===== config.mk =====
export PLATFORM = sky130hd
export DESIGN_NAME = regfile_write_arbiter
export DESIGN_NICKNAME = d
export VERILOG_FILES = /design/src/rtl/regfile_ctrl_pkg.sv /design/src/rtl/rr_arbiter_2.sv /design/src/rtl/regfile_write_arbiter.sv
export SDC_FILE = /design/constraint.sdc
export NUM_CORES = 1
export LEC_CHECK = 0
export ABC_CLOCK_PERIOD_IN_PS = 2600
export CAP_MARGIN = 20
export CORE_UTILIZATION = 36
export DETAILED_ROUTE_END_ITERATION = 6
export PLACE_DENSITY = 0.75
export SETUP_SLACK_MARGIN = 0.05
export SYNTH_ARGS = -nofsm -noshare
export SYNTH_HDL_FRONTEND = slang
export SYNTH_HIERARCHICAL = 1
export SYNTH_SLANG_ARGS = --single-unit

===== constraint.sdc =====
create_clock -name clk -period 2.6 [get_ports clk]
set_input_delay 0.52 -clock clk [delete_from_list [all_inputs] [get_ports clk]]
set_output_delay 0.52 -clock clk [all_outputs]
set_load 0.005 [all_outputs]

===== src/rtl/regfile_ctrl_pkg.sv =====
// Shared definitions for the register-file write arbiter: controller states
// and the indices of the two write requesters.
package regfile_ctrl_pkg;

    typedef enum logic {
        IDLE  = 1'b0,
        CLEAR = 1'b1
    } state_t;

    localparam int REQ_ALU = 0;
    localparam int REQ_MEM = 1;

endpackage


===== src/rtl/rr_arbiter_2.sv =====
// Two-way round-robin arbiter: one-hot grant while advance is high; after a
// grant the pointer favours the requester that lost (or did not ask).
module rr_arbiter_2
    import regfile_ctrl_pkg::*;
(
    input  logic       clk,
    input  logic       rst,
    input  logic [1:0] valid,
    input  logic       advance,
    output logic [1:0] grant
);

    logic ptr_reg;
    logic ptr_next;

    // A lone requester always wins; on a tie the pointer picks the winner.
    genvar gi;
    generate
        for (gi = 0; gi < 2; gi++) begin : g_grant
            assign grant[gi] = advance & valid[gi] & (~valid[1-gi] | (ptr_reg == 1'(gi)));
        end
    endgenerate

    always_comb begin
        ptr_next = ptr_reg;
        if (grant[REQ_ALU]) begin
            ptr_next = 1'(REQ_MEM);
        end else if (grant[REQ_MEM]) begin
            ptr_next = 1'(REQ_ALU);
        end
    end

    always_ff @(posedge clk or negedge rst) begin
        if (!rst) begin
            ptr_reg <= 1'b0;
        end else begin
            ptr_reg <= ptr_next;
        end
    end

endmodule


===== src/rtl/regfile_write_arbiter.sv =====
// Arbitrates ALU/MEM write requests onto a single registered register-array
// write port, with a zero-fill sweep of the whole array on clear_start.
module regfile_write_arbiter
    import regfile_ctrl_pkg::*;
#(
    parameter int REGISTER_NUM   = 32,
    parameter int REGISTER_WIDTH = 32,
    parameter bit DISCARD_ZERO   = 1'b1,
    localparam int ADDR_W        = $clog2(REGISTER_NUM)
) (
    input  logic                      clk,
    input  logic                      rst,
    input  logic                      req0_valid,
    input  logic [ADDR_W-1:0]         req0_address,
    input  logic [REGISTER_WIDTH-1:0] req0_data,
    output logic                      req0_ready,
    input  logic                      req1_valid,
    input  logic [ADDR_W-1:0]         req1_address,
    input  logic [REGISTER_WIDTH-1:0] req1_data,
    output logic                      req1_ready,
    input  logic                      hold,
    input  logic                      clear_start,
    output logic                      busy,
    output logic                      write_enable,
    output logic [ADDR_W-1:0]         write_reg_address,
    output logic [REGISTER_WIDTH-1:0] write_data
);

    state_t                    state_reg, state_next;
    logic [ADDR_W-1:0]         count_reg, count_next;
    logic                      we_reg, we_next;
    logic [ADDR_W-1:0]         addr_reg, addr_next;
    logic [REGISTER_WIDTH-1:0] data_reg, data_next;

    logic       arb_enable;
    logic [1:0] grant;

    // clear_start outranks requests, so arbitration only runs when it is low.
    assign arb_enable = (state_reg == IDLE) && !hold && !clear_start;

    rr_arbiter_2 u_rr_arbiter_2 (
        .clk     (clk),
        .rst     (rst),
        .valid   ({req1_valid, req0_valid}),
        .advance (arb_enable),
        .grant   (grant)
    );

    assign req0_ready        = grant[REQ_ALU] & rst;
    assign req1_ready        = grant[REQ_MEM] & rst;
    assign busy              = (state_reg == CLEAR);
    assign write_enable      = we_reg;
    assign write_reg_address = addr_reg;
    assign write_data        = data_reg;

    always_comb begin
        state_next = state_reg;
        count_next = count_reg;
        we_next    = 1'b0;
        addr_next  = addr_reg;
        data_next  = data_reg;
        unique case (state_reg)
            IDLE: begin
                if (!hold && clear_start) begin
                    state_next = CLEAR;
                    count_next = '0;
                end else if (|grant) begin
                    addr_next = grant[REQ_MEM] ? req1_address : req0_address;
                    data_next = grant[REQ_MEM] ? req1_data : req0_data;
                    // Writes to address 0 still handshake but never reach the array.
                    we_next   = !(DISCARD_ZERO && (addr_next == '0));
                end
            end
            CLEAR: begin
                if (!hold) begin
                    we_next   = 1'b1;
                    addr_next = count_reg;
                    data_next = '0;
                    if (count_reg == ADDR_W'(REGISTER_NUM - 1)) begin
                        state_next = IDLE;
                        count_next = '0;
                    end else begin
                        count_next = count_reg + ADDR_W'(1);
                    end
                end
            end
            default: begin
                state_next = IDLE;
                count_next = '0;
            end
        endcase
    end

    always_ff @(posedge clk or negedge rst) begin
        if (!rst) begin
            state_reg <= IDLE;
            count_reg <= '0;
            we_reg    <= 1'b0;
            addr_reg  <= '0;
            data_reg  <= '0;
        end else begin
            state_reg <= state_next;
            count_reg <= count_next;
            we_reg    <= we_next;
            addr_reg  <= addr_next;
            data_reg  <= data_next;
        end
    end

endmodule

---- Word-level counts from Yosys, hierarchy flattened ----
Cells that the tools add are included.
Widths: inputs -> output; s select.
cells by class
  $add $sub $neg .......................... 1
  eq/ne operators ......................... 5
  multiplexer cells ....................... 24
  bitwise logic cells ..................... 12
  reduce and logical (&&, ||, !) cells .... 11
operators with widths
  operator             count
  $mux 32              4
  $pmux 32 s2          1
  $mux 5               7
  $pmux 5 s2           2
  $mux 1               8
  $and 1x1->1          6
  $add 5x1->5 const B  1
  $eq 5x5->1 const B   1
  $logic_not 5->1      1
  $ne 2x1->1 const B   2
  $ne 2x2->1 const B   2
  $not 1->1            4
  $pmux 1 s2           2
  $logic_and 1x1->1    3
  $logic_not 1->1      3
  $reduce_and 3->1     1
  $or 1x1->1           2
  $reduce_and 2->1     1
  $reduce_bool 2->1    1
  $reduce_or 2->1      1
word-level totals
  flip-flop bits (word level) ............. 45
  output and inout port bits .............. 41

---- Longest topological paths before layout ----
  depth in word-level cells ............... 11
  depth in mapped cells ................... 12
  gate-level depth less buffers ........... 6

---- Cells and area by module ----
The synthesis kept the hierarchy.
by module, submodules not included
  module                 instances  cells each  area each (um^2)
  regfile_write_arbiter  1          212         2343.5
  rr_arbiter_2           1          9           68.8

---- Least setup slack after synthesis ----
OpenSTA, ideal clock, no wires.
  path type ............................... register -> output
  start point ............................. reg state_reg (netlist: busy)
  end point ............................... out req1_ready
  data arrival time ....................... 2078 ps
  required time ........................... 2080 ps
  slack ................................... 2 ps
  stages on the path, launching flop included .. 10
  buffers on the path ..................... 5
  cell sequence ........................... dfrtp_1 buf_2 buf_1 nor3_1 nand2_1 a21oi_1 buf_2 buf_2 buf_2 and2_1
between the ends
  word-level cells in the longest chain between the ends .. 6
RTL lines
  what                            RTL line                      RTL
  start, declared                 regfile_write_arbiter.sv:29   state_t state_reg, state_next;
  start signal, assigned          regfile_write_arbiter.sv:102  state_reg <= state_next;
  $not 1->1                       n/a
  $logic_and 1x1->1 (2 in a row)  regfile_write_arbiter.sv:39   assign arb_enable = (state_reg == IDLE) && !hold && !clear_start;
  net arb_enable                  regfile_write_arbiter.sv:35   logic arb_enable;
  $and 1x1->1 (2 in a row)        rr_arbiter_2.sv:20            assign grant[gi] = advance & valid[gi] & (~valid[1-gi] | (ptr_reg == 1'(gi)));
  net grant[1]                    regfile_write_arbiter.sv:36   logic [1:0] grant;
  $and 1x1->1                     regfile_write_arbiter.sv:50   assign req1_ready = grant[REQ_MEM] & rst;
  end, declared                   regfile_write_arbiter.sv:20   output logic req1_ready,
The timed path passes the listed nets, and every way through them passes these cells.

---- Worst setup path after layout ----
  start point ............................. in req0_valid
  end point ............................... out req0_ready
between the ends
  word-level cells in the longest chain between the ends .. 3
RTL lines
  what                      RTL line                     RTL
  start, declared           regfile_write_arbiter.sv:13  input logic req0_valid,
  $and 1x1->1 (2 in a row)  rr_arbiter_2.sv:20
  net grant[0]              regfile_write_arbiter.sv:36
  $and 1x1->1               regfile_write_arbiter.sv:49  assign req0_ready = grant[REQ_ALU] & rst;
  end, declared             regfile_write_arbiter.sv:16  output logic req0_ready,
The timed path passes the listed nets, and every way through them passes these cells.

==> impl_metrics.yaml <==
routing:
  ant_nets: 0
  totalWireLength_um: 5830
  vias_per_cell: 4.86
  avgRoutedWirePerCell_um: 13.8
  drc_errors: 19
  first_iter_violations: 119
  vias: 2057
  firstDrtPassIters: 6
power:
  ir_worst_vdd_uv: 330
  p_leak_uw: 0.00158
  cellPowerDensity_nw_per_um2: 575
critical_path:
  crit_path_start_kind: "input port"
  required_ps: 2080
  r2r-start: "busy"
  rrSetupSlack_ps: 600
  end_kind: "output pin"
  worstPathMaxFanout: 2
  worst-r2r-cell-count: 8
  worstPathArrival_ps: 1920
  worst-setup-path-type: "input port to output pin"
  r2r-end: "write_data[0]"
synth:
  syn-cell-area_um2: 2410
  synth_area_leaders: "dfrtp_1, mux2i_1, mux2_2"
  yosys-top-cells-count: "dfrtp_1, mux2i_1, mux2_2, nor2_1, inv_1"
  ys_ff_latch: 45
  ys_seq_area_share_pct: 46.7
  syn-num-nets: 303
  ys.warnings.count: 6
  synth-async-reset-ratio_pct: 100
  synth_top_area_share_pct: 46.7
  synth_cells: 221
  synth-edff-count: 0
  yosysUniqueCellTypes: 32
  synth-main-ff-cell: "dfrtp_1"
  avgSynthCellArea_um2: 10.9
  synth.most_common_cell: "dfrtp_1"
  yosys.area.top_type: "dfrtp_1"
sta:
  finalSetupTns_ps: 0
  period_needed_ps: 2440
  fin_crit_sh_pct: 93.8
  worstMarginPinSlew_ps: 535
  slew_headroom_pct: 64.4
  max_freq_mhz: 410
  report.final.slew_viol_count: 0
  rsz0062_at_grt: "no"
  setup_viol: 0
  final-hold-violation-count: 0
  fin_worst_skew_ps: 3.09
place:
  dp.final_hpwl_um: 4460
  gp_congestion: 0.775
  placed_cell_area_um2: 3730
  port_buffers: 120
floorplan:
  start_util_pct: 37.6
  ios: 121
  die_x_um: 83.9
  die_h_um: 83.9
  core-area_um2: 6420
  die_area_um2: 7030
  rows: 29
global_route:
  grt_pass1_vias: 2109
  grt_start_max_net_pins: 45
  grt_pass1_wl_um: 9760
  grt_overflow: 0
  track_usage_pct: 17.3
  antenna_found_initial: 0
clock_network:
  htreeDepth: 2
  cts_tree: "built"
  cts_inserted_buffers: 5
  clk_latency_ps: 290
  cts.clk_slew.worst_paths_ps: 80
  cts_root_buf: "clkbuf_8"
  cts_buffer_depth: 2
  cts.sinks: 45
finish:
  final_area_um2: 3860
  drive_above_1_share_pct: 15.3
  finalNetCount: 427
  diodes: 0
  syn2layout_area_growth_pct: 60.0
  largest_reg_flops: 32
outcome:
  outcome: "complete, but fails checks"
  violations: "DRC"
hold_path:
  holdCritPathClass: "input port to async pin"
job:
  maxCapViolCount: 0
[through the flow]
step                util (%)  hold WS (ps)  instances  power [uW]  worst slack (ps)
floorplan                  -           224        221        1290              76.6
global placement        58.1           333        415        1680             -88.5
detailed placement      58.1           335        415        1690              -140
CTS                     60.1          14.3        423        2240               150
global route            60.1          4.14        423        2360               101
finish                  60.1          20.0        423        2220               161
[how the worst max path moves through the flow]
stage / start / to / slack [ps]
2_1_floorplan: busy / req1_ready / 80
3_3_place_gp: hold / req1_ready / -90
6_report: req0_valid / req0_ready / 160
4_1_cts: req0_valid / req0_ready / 150
3_5_place_dp: hold / write_data[0] / -140
5_1_grt: req1_valid / req1_ready / 100
[report_power, final]
part / internal [uW] / switching (uW) / leakage (uW)
Sequential: 825 / 89.2 / 0.000592
Clock: 312 / 232 / 0.0000574
Combinational: 465 / 295 / 0.000934
[repair_timing]
action | in CTS | in global routing
endpoints found under the hold margin | 0 | 0
hold buffers | 0 | 0
resized for setup | 4 | 0
setup buffers | 0 | 0
setup endpoints to repair | 2 | 0
[cells by family (layout without fill, tap and decap cells)]
logic type,Yosys count,after routing,share of synthesized area (%)
compound gates,29,29,7.83
buf+inv,28,153,6.43
mux,66,66,28.8
simple gates,51,51,9.23
fa+ha+maj,2,2,1.04
flops,45,45,46.7
[worst max-delay path, stage by stage]
cell and delay (ps):
clkdlybuf4s50_1 530, nand2_1 110, a21oi_2 130, and2_1 140, clkdlybuf4s50_1 490
[routing by layer]
| metal | global-route usage [%] | vias to the layer above | wire (um) |
|---|---|---|---|
| met5 | 0 | - | 0 |
| met4 | 3.29 | 0 | 19 |
| met3 | 5.04 | 2 | 424 |
| met2 | 30.0 | 70 | 2870 |
| met1 | 21.4 | 973 | 2520 |
| li1 | - | 1012 | - |
[cells in the final DEF (no fill, tap or decap)]
master           count
a21oi_1              3
o31a_1               1
clkinvlp_4           1
dlygate4sd2_1        2
nor2b_1              2
a21oi_2              2
ha_1                 2
clkbuf_8             6
bufinv_16            1
o22ai_1             10
or3_1                1
nor3_1               2
dfrtp_1             45
o21ai_0              6
o21bai_1             1
nor3_2               1
inv_1               13
mux2_2              27
nand2_1             11
clkdlybuf4s50_1    117
and3_1               2
nand3_1              1
and2_1               2
o31ai_1              1
nor2_1              26
nor3b_1              1
mux2i_1             39
buf_12               2
o31ai_4              1
a21oi_4              1
buf_4               10
a22o_1               2
buf_2                1
o22a_1               1
nand2b_1             2
[area by class of cell]
type,instances,area [um^2]
Tap cell,77,96.3
Sequential cell,45,1130
Multi-Input combinational cell,148,1160
Fill cell,574,2560
Clock buffer,6,82.6
Timing Repair Buffer,132,1310
Inverter,13,48.8
Clock inverter,2,37.5
Power figures use the tool's default switching activity.
